**config.mk**
```make
export PLATFORM = sky130hd
export DESIGN_NAME = exe_stage
export DESIGN_NICKNAME = d
export VERILOG_FILES = /design/src/rtl/exe_stage.sv
export SDC_FILE = /design/constraint.sdc
export NUM_CORES = 1
export LEC_CHECK = 0
export BUFFER_PORTS_ARGS = -buffer_cell sky130_fd_sc_hd__buf_4
export CAP_MARGIN = 20
export CORE_AREA = 2 2 147 149
export DETAILED_ROUTE_END_ITERATION = 6
export DIE_AREA = 0 0 149 151
export PLACE_DENSITY = 0.69
export SLEW_MARGIN = 20
export SYNTH_ARGS = -nofsm -noshare
export SYNTH_HDL_FRONTEND = slang
export SYNTH_SLANG_ARGS = --single-unit
```
**constraint.sdc**
```tcl
create_clock -name clk -period 14.77 [get_ports clk]
set_clock_uncertainty 0.05 [all_clocks]
set_input_delay 1.477 -clock clk [delete_from_list [all_inputs] [get_ports clk]]
set_output_delay 1.477 -clock clk [all_outputs]
set_load 0.02 [all_outputs]
```
**src/rtl/exe_stage.sv**
```systemverilog
// Execute stage: latches one instruction from decode, forms the effective address,
// checks alignment and drives the data_sram request channel for loads/stores.
module exe_stage (
  input  logic        clk,
  input  logic        reset,
  input  logic        final_ex,
  input  logic        back_ex,
  input  logic        ds_to_es_valid,
  output logic        es_allowin,
  input  logic [31:0] ds_pc,
  input  logic [31:0] ds_base,
  input  logic [31:0] ds_offset,
  input  logic [31:0] ds_st_data,
  input  logic [3:0]  ds_mem_op,
  input  logic [31:0] ds_alu_result,
  input  logic [4:0]  ds_dest,
  input  logic        ds_gr_we,
  input  logic        ds_ex,
  input  logic [5:0]  ds_ecode,
  input  logic        ms_allowin,
  output logic        es_to_ms_valid,
  output logic [31:0] es_pc,
  output logic [31:0] es_result,
  output logic [3:0]  es_mem_op,
  output logic [1:0]  es_addr_lowbits,
  output logic [4:0]  es_dest,
  output logic        es_gr_we,
  output logic        es_ex,
  output logic [5:0]  es_ecode,
  output logic [31:0] es_badv,
  output logic        es_resp_pending,
  output logic        es_drop_resp,
  output logic        data_sram_req,
  output logic        data_sram_wr,
  output logic [1:0]  data_sram_size,
  output logic [3:0]  data_sram_wstrb,
  output logic [31:0] data_sram_addr,
  output logic [31:0] data_sram_wdata,
  input  logic        data_sram_addr_ok,
  output logic [4:0]  es_fwd_dest,
  output logic        es_fwd_load
);

  typedef enum logic [2:0] {S_IDLE, S_ARM, S_HOLD, S_DONE, S_CANCEL} state_t;

  localparam logic [5:0] ECODE_ALE = 6'h09;

  state_t      state;
  logic        es_valid;
  logic [31:0] vaddr;
  logic [31:0] st_data;
  logic [31:0] alu_result;
  logic [3:0]  mem_op;
  logic        gr_we_r;
  logic        ds_ex_r;
  logic [5:0]  ds_ecode_r;

  function automatic logic is_mem_op(input logic [3:0] op);
    return (op >= 4'd1) && (op <= 4'd8);
  endfunction

  function automatic logic is_store_op(input logic [3:0] op);
    return (op >= 4'd6) && (op <= 4'd8);
  endfunction

  function automatic logic ale_of(input logic [3:0] op, input logic [1:0] lb);
    logic half, word;
    half = (op == 4'd3) || (op == 4'd4) || (op == 4'd7);
    word = (op == 4'd5) || (op == 4'd8);
    return (half && lb[0]) || (word && (lb != 2'b00));
  endfunction

  // Issuability of the incoming instruction decides whether latching it arms a request.
  logic [31:0] ds_vaddr;
  logic        ds_issuable;
  assign ds_vaddr    = ds_base + ds_offset;
  assign ds_issuable = is_mem_op(ds_mem_op) && !ds_ex && !ale_of(ds_mem_op, ds_vaddr[1:0]);

  logic ale, is_mem, is_store, issuable, ready_go, latch, leave;
  state_t after_leave;

  always_comb begin
    is_mem   = is_mem_op(mem_op);
    is_store = is_store_op(mem_op);
    ale      = ale_of(mem_op, vaddr[1:0]);
    es_ex    = ds_ex_r | ale;
    issuable = es_valid & is_mem & ~es_ex;

    data_sram_req = 1'b0;
    case (state)
      S_ARM:            data_sram_req = ~back_ex & ~final_ex;
      S_HOLD, S_CANCEL: data_sram_req = 1'b1;
      default:          data_sram_req = 1'b0;
    endcase

    if (!issuable) ready_go = 1'b1;
    else ready_go = ((state == S_ARM || state == S_HOLD) && data_sram_addr_ok && data_sram_req)
                    || (state == S_DONE);

    es_allowin     = (state != S_CANCEL) & (~es_valid | (ready_go & ms_allowin));
    es_to_ms_valid = es_valid & ready_go & ~final_ex;
    leave          = es_to_ms_valid & ms_allowin;
    latch          = ds_to_es_valid & es_allowin & ~final_ex;
    after_leave    = (latch && ds_issuable) ? S_ARM : S_IDLE;
  end

  // Request fields are masked by req so nothing stale is visible outside a request.
  always_comb begin
    data_sram_wr    = 1'b0;
    data_sram_size  = 2'd0;
    data_sram_wstrb = 4'b0000;
    data_sram_addr  = '0;
    data_sram_wdata = '0;
    if (data_sram_req) begin
      data_sram_wr   = is_store;
      data_sram_addr = vaddr;
      case (mem_op)
        4'd3, 4'd4, 4'd7: data_sram_size = 2'd1;
        4'd5, 4'd8:       data_sram_size = 2'd2;
        default:          data_sram_size = 2'd0;
      endcase
      case (mem_op)
        4'd6: begin
          data_sram_wstrb = 4'b0001 << vaddr[1:0];
          data_sram_wdata = {4{st_data[7:0]}};
        end
        4'd7: begin
          data_sram_wstrb = vaddr[1] ? 4'b1100 : 4'b0011;
          data_sram_wdata = {2{st_data[15:0]}};
        end
        4'd8: begin
          data_sram_wstrb = 4'b1111;
          data_sram_wdata = st_data;
        end
        default: begin
          data_sram_wstrb = 4'b0000;
          data_sram_wdata = '0;
        end
      endcase
    end
  end

  always_comb begin
    es_result       = is_mem ? vaddr : alu_result;
    es_addr_lowbits = vaddr[1:0];
    es_mem_op       = mem_op;
    es_gr_we        = gr_we_r & ~is_store;
    es_ecode        = ds_ex_r ? ds_ecode_r : (ale ? ECODE_ALE : 6'h00);
    es_badv         = ale ? vaddr : '0;
    es_resp_pending = issuable;
    es_fwd_dest     = (es_valid & es_gr_we) ? es_dest : 5'd0;
    es_fwd_load     = es_valid & (mem_op >= 4'd1) & (mem_op <= 4'd5);
  end

  always_ff @(posedge clk) begin
    if (reset) es_valid <= 1'b0;
    else if (final_ex) es_valid <= 1'b0;
    else if (es_allowin) es_valid <= ds_to_es_valid;
  end

  always_ff @(posedge clk) begin
    if (ds_to_es_valid && es_allowin) begin
      es_pc      <= ds_pc;
      vaddr      <= ds_vaddr;
      st_data    <= ds_st_data;
      alu_result <= ds_alu_result;
      mem_op     <= ds_mem_op;
      es_dest    <= ds_dest;
      gr_we_r    <= ds_gr_we;
      ds_ex_r    <= ds_ex;
      ds_ecode_r <= ds_ecode;
    end
  end

  // A request that has been asserted is never withdrawn; a flush while it is
  // pending parks in CANCEL until addr_ok, then flags the orphaned response.
  always_ff @(posedge clk) begin
    if (reset) begin
      state        <= S_IDLE;
      es_drop_resp <= 1'b0;
    end else begin
      es_drop_resp <= 1'b0;
      case (state)
        S_IDLE:
          if (latch && ds_issuable) state <= S_ARM;
        S_ARM:
          if (final_ex) state <= S_IDLE;
          else if (data_sram_req && data_sram_addr_ok) state <= leave ? after_leave : S_DONE;
          else if (data_sram_req) state <= S_HOLD;
        S_HOLD:
          if (data_sram_addr_ok) begin
            if (final_ex) begin
              state        <= S_IDLE;
              es_drop_resp <= 1'b1;
            end else begin
              state <= leave ? after_leave : S_DONE;
            end
          end else if (final_ex) begin
            state <= S_CANCEL;
          end
        S_DONE:
          if (final_ex) begin
            state        <= S_IDLE;
            es_drop_resp <= 1'b1;
          end else if (leave) begin
            state <= after_leave;
          end
        S_CANCEL:
          if (data_sram_addr_ok) begin
            state        <= S_IDLE;
            es_drop_resp <= 1'b1;
          end
        default: state <= S_IDLE;
      endcase
    end
  end

endmodule

```
# Yosys cells after proc, flatten, opt, wreduce, memory -nomap -nowiden
# Index checks and enable logic that the tools add are counted.
# totals
regBits	150
wordCells	129
output_inout_bits	197
# classes
n_reduce_logical	34
mux	33
addsub	1
magnitude_cmp	6
bitwise_logic	21
n_eq_ne	21
n_shift	1
# op_table
operator	count
$mux 32	4
$pmux 32 s3	1
$add 32x32->32	1
$eq 4x3->1 const B	7
$mux 3	9
$pmux 3 s5	1
$and 1x1->1	14
$logic_and 1x1->1	14
$mux 4	3
$pmux 4 s3	1
$logic_or 1x1->1	10
$ne 3x3->1 const B	3
$eq 4x2->1 const B	2
$eq 4x4->1 const B	2
$ge 4x1->1 const B	2
$le 4x4->1 const B	2
$eq 3x2->1 const B	2
$mux 1	6
$mux 2	3
$mux 6	1
$reduce_or 2->1	3
$mux 5	1
$not 1->1	5
$reduce_and 5->1	1
15 further kinds	19

# Logic depth before layout (Yosys ltp)
# logic_depth
ltp_word	20
ltp_mapped	9

# Worst setup path before layout
# No wires, ideal clock.
# synth_timing
kind	input-to-reg
from	in final_ex
to	reg alu_result[0], enable pin
setup_time_ns	0.523
setup_slack_ns	8.560
path_buffers	1
arrival_time_ns	5.637
required_ns	14.197
path_stages	6
cell_sequence	clkbuf_1 > nor3b_1 > o221ai_1 > nand4_1 > a21o_1 > and3_1
# synth_between
elab_chain_cells	10
# synth_lines
element	line	rtl
from (decl)	6	input logic final_ex,
$not 1->1	91	S_ARM: data_sram_req = ~back_ex & ~final_ex;
$and 1x1->1	91	
$pmux 1 s2	90	case (state)
$logic_and 1x1->1	97	else ready_go = ((state == S_ARM || state == S_HOLD) && data_sram_addr_ok && data_sram_req)
$logic_or 1x1->1	98	|| (state == S_DONE);
$mux 1	96	if (!issuable) ready_go = 1'b1;
$and 1x1->1	100	es_allowin = (state != S_CANCEL) & (~es_valid | (ready_go & ms_allowin));
$or 1x1->1	100	
$and 1x1->1	100	
$logic_and 1x1->1	162	if (ds_to_es_valid && es_allowin) begin
to (signal assigned)	166	alu_result <= ds_alu_result;
to (decl)	52	logic [31:0] alu_result;
# No other way between the ends.
# A chain may end at the register's enable or synchronous reset.

# Worst setup path in the final report
# layout_timing
from	reg mem_op[0] (netlist: es_mem_op[0])
to	out es_allowin
# layout_between
elab_chain_cells	12
# layout_lines
element	line	rtl
from (decl)	53	logic [3:0] mem_op;
from (signal assigned)	167	mem_op <= ds_mem_op;
$eq 4x2->1 / $eq 4x3->1 (equally long branches)	68	half = (op == 4'd3) || (op == 4'd4) || (op == 4'd7);
$logic_or 1x1->1 (2 in series)	68	
$logic_and 1x1->1	70	return (half && lb[0]) || (word && (lb != 2'b00));
$logic_or 1x1->1	70	
$or 1x1->1	86	es_ex = ds_ex_r | ale;
$not 1->1	87	issuable = es_valid & is_mem & ~es_ex;
$and 1x1->1 *	87	
$mux 1 *	96	
$and 1x1->1 *	100	
$or 1x1->1 *	100	
$and 1x1->1 *	100	
to (decl)	9	output logic es_allowin,
# Mark *: on every way between the ends. The rest lies on a longest branch, timed or not.

==> metrics.md <==
| Metric | Value |
|---|---|
| Main synth FF type | `edfxtp_1` |
| Post-route minimum period | `4980 ps` |
| Worst Setup Path Type | `reg -> out` |
| Number of I/O pins | `381` |
| Status | `finished, final reports clean` |
| Count leader, synth | `edfxtp_1` |
| Drt first pass iters | `5` |
| Worst-path clk slew | `about 70 ps` |
| Synth Area in Adders | `4.95%` |
| Area contributors post-synth | `edfxtp_1 (53%), and2_1 (6.1%), mux2_2 (5.5%), ha_1 (4.7%), a21oi_1 (3.4%)` |
| HP Class | `reg -> reg` |
| Netlist cell types | `between 60 and 70` |
| Cts hold-fix bufs | `0` |
| Vias/cell | `5.07` |
| Post-synth EDFFs | `145` |
| Dpl cell area | `0.0113 mm2` |
| Leak pwr | `5.15 nW` |
| I/O Buffers | `380` |
| Simple-gate share of the synthesized area | `16.2%` |
| Nets | `between 1000 and 1500` |
| Slew at the pin closest to its max-slew limit | `1010 ps` |
| Num CTS Buffers | `17` |
| Routed WL | `25400 um` |
| Post-synthesis area per instance | `11.4 um2` |
| Pin count of the biggest net entering global routing | `80` |
| Cell Pwr Density | `~110 mW/mm2` |
| Clk buf depth | `2` |
| Fin crit share | `33.7%` |
| # diodes | `0` |
| DRC viols | `0` |
| First-pass GRT wire length | `37000 um` |
| Syn Std Cell Area | `0.00825 mm2` |
| Arrival @ worst endpoint | `around 3500 ps` |
| CP Launch Type | `register` |
| Synth Area in XOR/XNOR | `2.87%` |
| Fin Setup TNS | `0 ps` |
| Synthesized instance count | `722` |
| Antenna violations before repair | `0` |
| Final Wtd Congestion | `0.861` |
| Via Count | `6980` |
| CP Capture Point | `es_allowin` |
| CP Max Fanout | `21` |
| WP data required | `13240 ps` |
| Syn_nets | `~940` |
| Synth top cells by count | `edfxtp_1 (145), and2_1 (81), a21oi_1 (56)` |
| Clock insertion delay at the later pin of the skew report | `420 ps` |
| Syn-to-layout area delta | `45.2%` |
| H-tree level count | `4` |
| Die Ht | `151 um` |
| Yosys warning count | `0` |
| Worst Setup SP | `es_mem_op[0]` |
| Yosys top cell area share | `52.8%` |
| Synth Area in Compound Gates | `approximately an eighth` |
| RSZ-0062 raised after global routing | `false` |
| Avg WL per Cell | `18.4 um` |
| FF-to-FF path depth | `7` |
| Row Count | `53` |
| Post-DP HPWL | `19300 um` |
| RR Endpoint | `vaddr[13]` |
| Reg-to-Reg Start | `es_mem_op[0]` |
| Worst Hold Depth | `2` |
| Initial DRC count | `about 330` |
| Gr usage total | `21.4%` |
| Core Area | `0.0208 mm2` |
| # Max-Cap Violations | `0` |
| Root Buffer | `clkbuf_16` |
| Reg2Reg Setup Slack | `10120 ps` |
| CTS sink cnt | `150` |
| Die footprint | `0.0225 mm2` |
| Final setup violation count | `0` |
| Post-synthesis sequential element count | `150` |
| Post-CTS setup buffer count | `0` |
| Final Hold Viols | `0` |
| Gr ovfl total | `0` |
| Synth async-reset ratio | `0%` |
| Final Max Slew Viols | `0` |
| Fmax | `201 MHz` |
| Horiz. Die Dim | `149 um` |
| Slew headroom | `32.7%` |
| Largest family of logic cells by synthesized area | `simple AND/OR/NAND/NOR gates` |
| Post-Layout Inst Area | `0.0120 mm2` |
| Vias in the first global route | `6726` |
| Layout cells sized above 1 | `43.1%` |
| Sequential fraction of the synthesis area | `54.0%` |
| Area leader, netlist | `edfxtp_1` |
| CP Capture Type | `output pin` |
| Max IR drop VDD | `0.0729 mV` |
| Clock tree from TritonCTS | `built` |
| Starting Density | `between 30% and 40%` |
| # fillers | `1828` |
| CTS resizes | `0` |
| Post-DRT Antenna Nets | `0` |
| Mux cell area share after synthesis | `5.95%` |
==> layout by cell type, fill, tap and decap left out, types with 4 or more instances in the layout <==
cell,synthesis,layout
buf_4,2,384
edfxtp_1,145,145
and2_1,81,81
a21oi_1,56,56
nand2_1,50,49
nor2_1,40,40
mux2_2,40,40
ha_1,31,31
inv_1,23,22
o21ai_0,18,18
nand3_1,18,18
xnor2_1,19,18
clkbuf_16,0,17
and3_1,17,16
nor3_1,10,10
a22oi_1,10,10
a21o_1,9,9
xor2_1,8,8
nand4_1,8,8
o21bai_1,7,7
o211ai_1,6,6
inv_8,0,6
a31oi_1,5,5
nor2b_1,5,5
clkinv_8,0,5
dfxtp_1,5,5
or2_2,4,4
o21a_1,4,4
a311oi_1,4,4
mux2i_1,4,4
clkinv_4,0,4
==> flip-flops by register name (all words and copies together) (netlist names), 3 cells and up <==
register / cells
es_pc: 32
vaddr: 32
alu_result: 32
es_mem_op: 4
ds_ecode_r: 6
state: 3
st_data: 32
es_dest: 5
==> through the flow <==
stage	hold WS [ps]	std cells	power [mW]	worst slack (ps)	util (%)
2_1_floorplan	508	722	0.718	8560	-
3_3_place_gp	529	1343	0.854	9770	54.4
3_5_place_dp	532	1343	0.858	9700	54.4
4_1_cts	546	1375	1.30	9500	57.3
5_1_grt	586	1376	1.34	9470	57.5
6_report	548	1376	1.29	9790	57.5
==> worst min-delay path by stage <==
stage	startpoint	end	slack (ps)
3_5_place_dp	state[2]	es_drop_resp	530
6_report	state[2]	es_drop_resp	550
3_3_place_gp	state[2]	es_drop_resp	530
5_1_grt	state[2]	es_drop_resp	590
2_1_floorplan	es_valid	es_valid	510
4_1_cts	state[2]	es_drop_resp	550
==> power breakdown <==
part | internal (mW) | switching, mW | total [mW]
combinational | 0.145 | 0.169 | 0.314
sequential | 0.512 | 0.0250 | 0.537
clock | 0.230 | 0.209 | 0.439
==> area by class of cell <==
cell class / count / area, um2 / share of cell area, %
Clock buffer: 17 / 425 / 3.55
Timing Repair Buffer: 385 / 2910 / 24.3
Tap cell: 275 / 344 / 2.87
Sequential cell: 150 / 4450 / 37.2
Multi-Input combinational cell: 511 / 3570 / 29.8
Clock inverter: 15 / 184 / 1.54
Inverter: 23 / 86.3 / 0.721
==> critical path, stage by stage (launching register included) <==
cell and delay [ps]:
edfxtp_1 880, nor3_1 290, xnor2_4 600, buf_4 430, nand4_1 220, a21o_1 270
and2_1 180, buf_4 160
==> logic make-up (layout without fill, tap and decap cells) <==
group | count (synthesis) | in the layout
and+or+nand+nor | 249 | 249
AOI/OAI and AO/OA | 159 | 159
DFF | 150 | 150
buffers and inverters | 61 | 440
muxes | 44 | 44
adders and majority gates | 32 | 32
xor gates and xnor gates | 27 | 27
==> per-layer routing <==
| metal | GRT usage (%) | vias up | part of all wire, % |
|---|---|---|---|
| met4 | 5.95 | 0 | 1.6 |
| met2 | 38.2 | 260 | 52 |
| met3 | 4.88 | 24 | 6.6 |
| met1 | 26.1 | 3281 | 40 |
| met5 | 0 | - | 0 |
| li1 | - | 3415 | - |
Note: power is estimated with default switching activity, not from simulation.
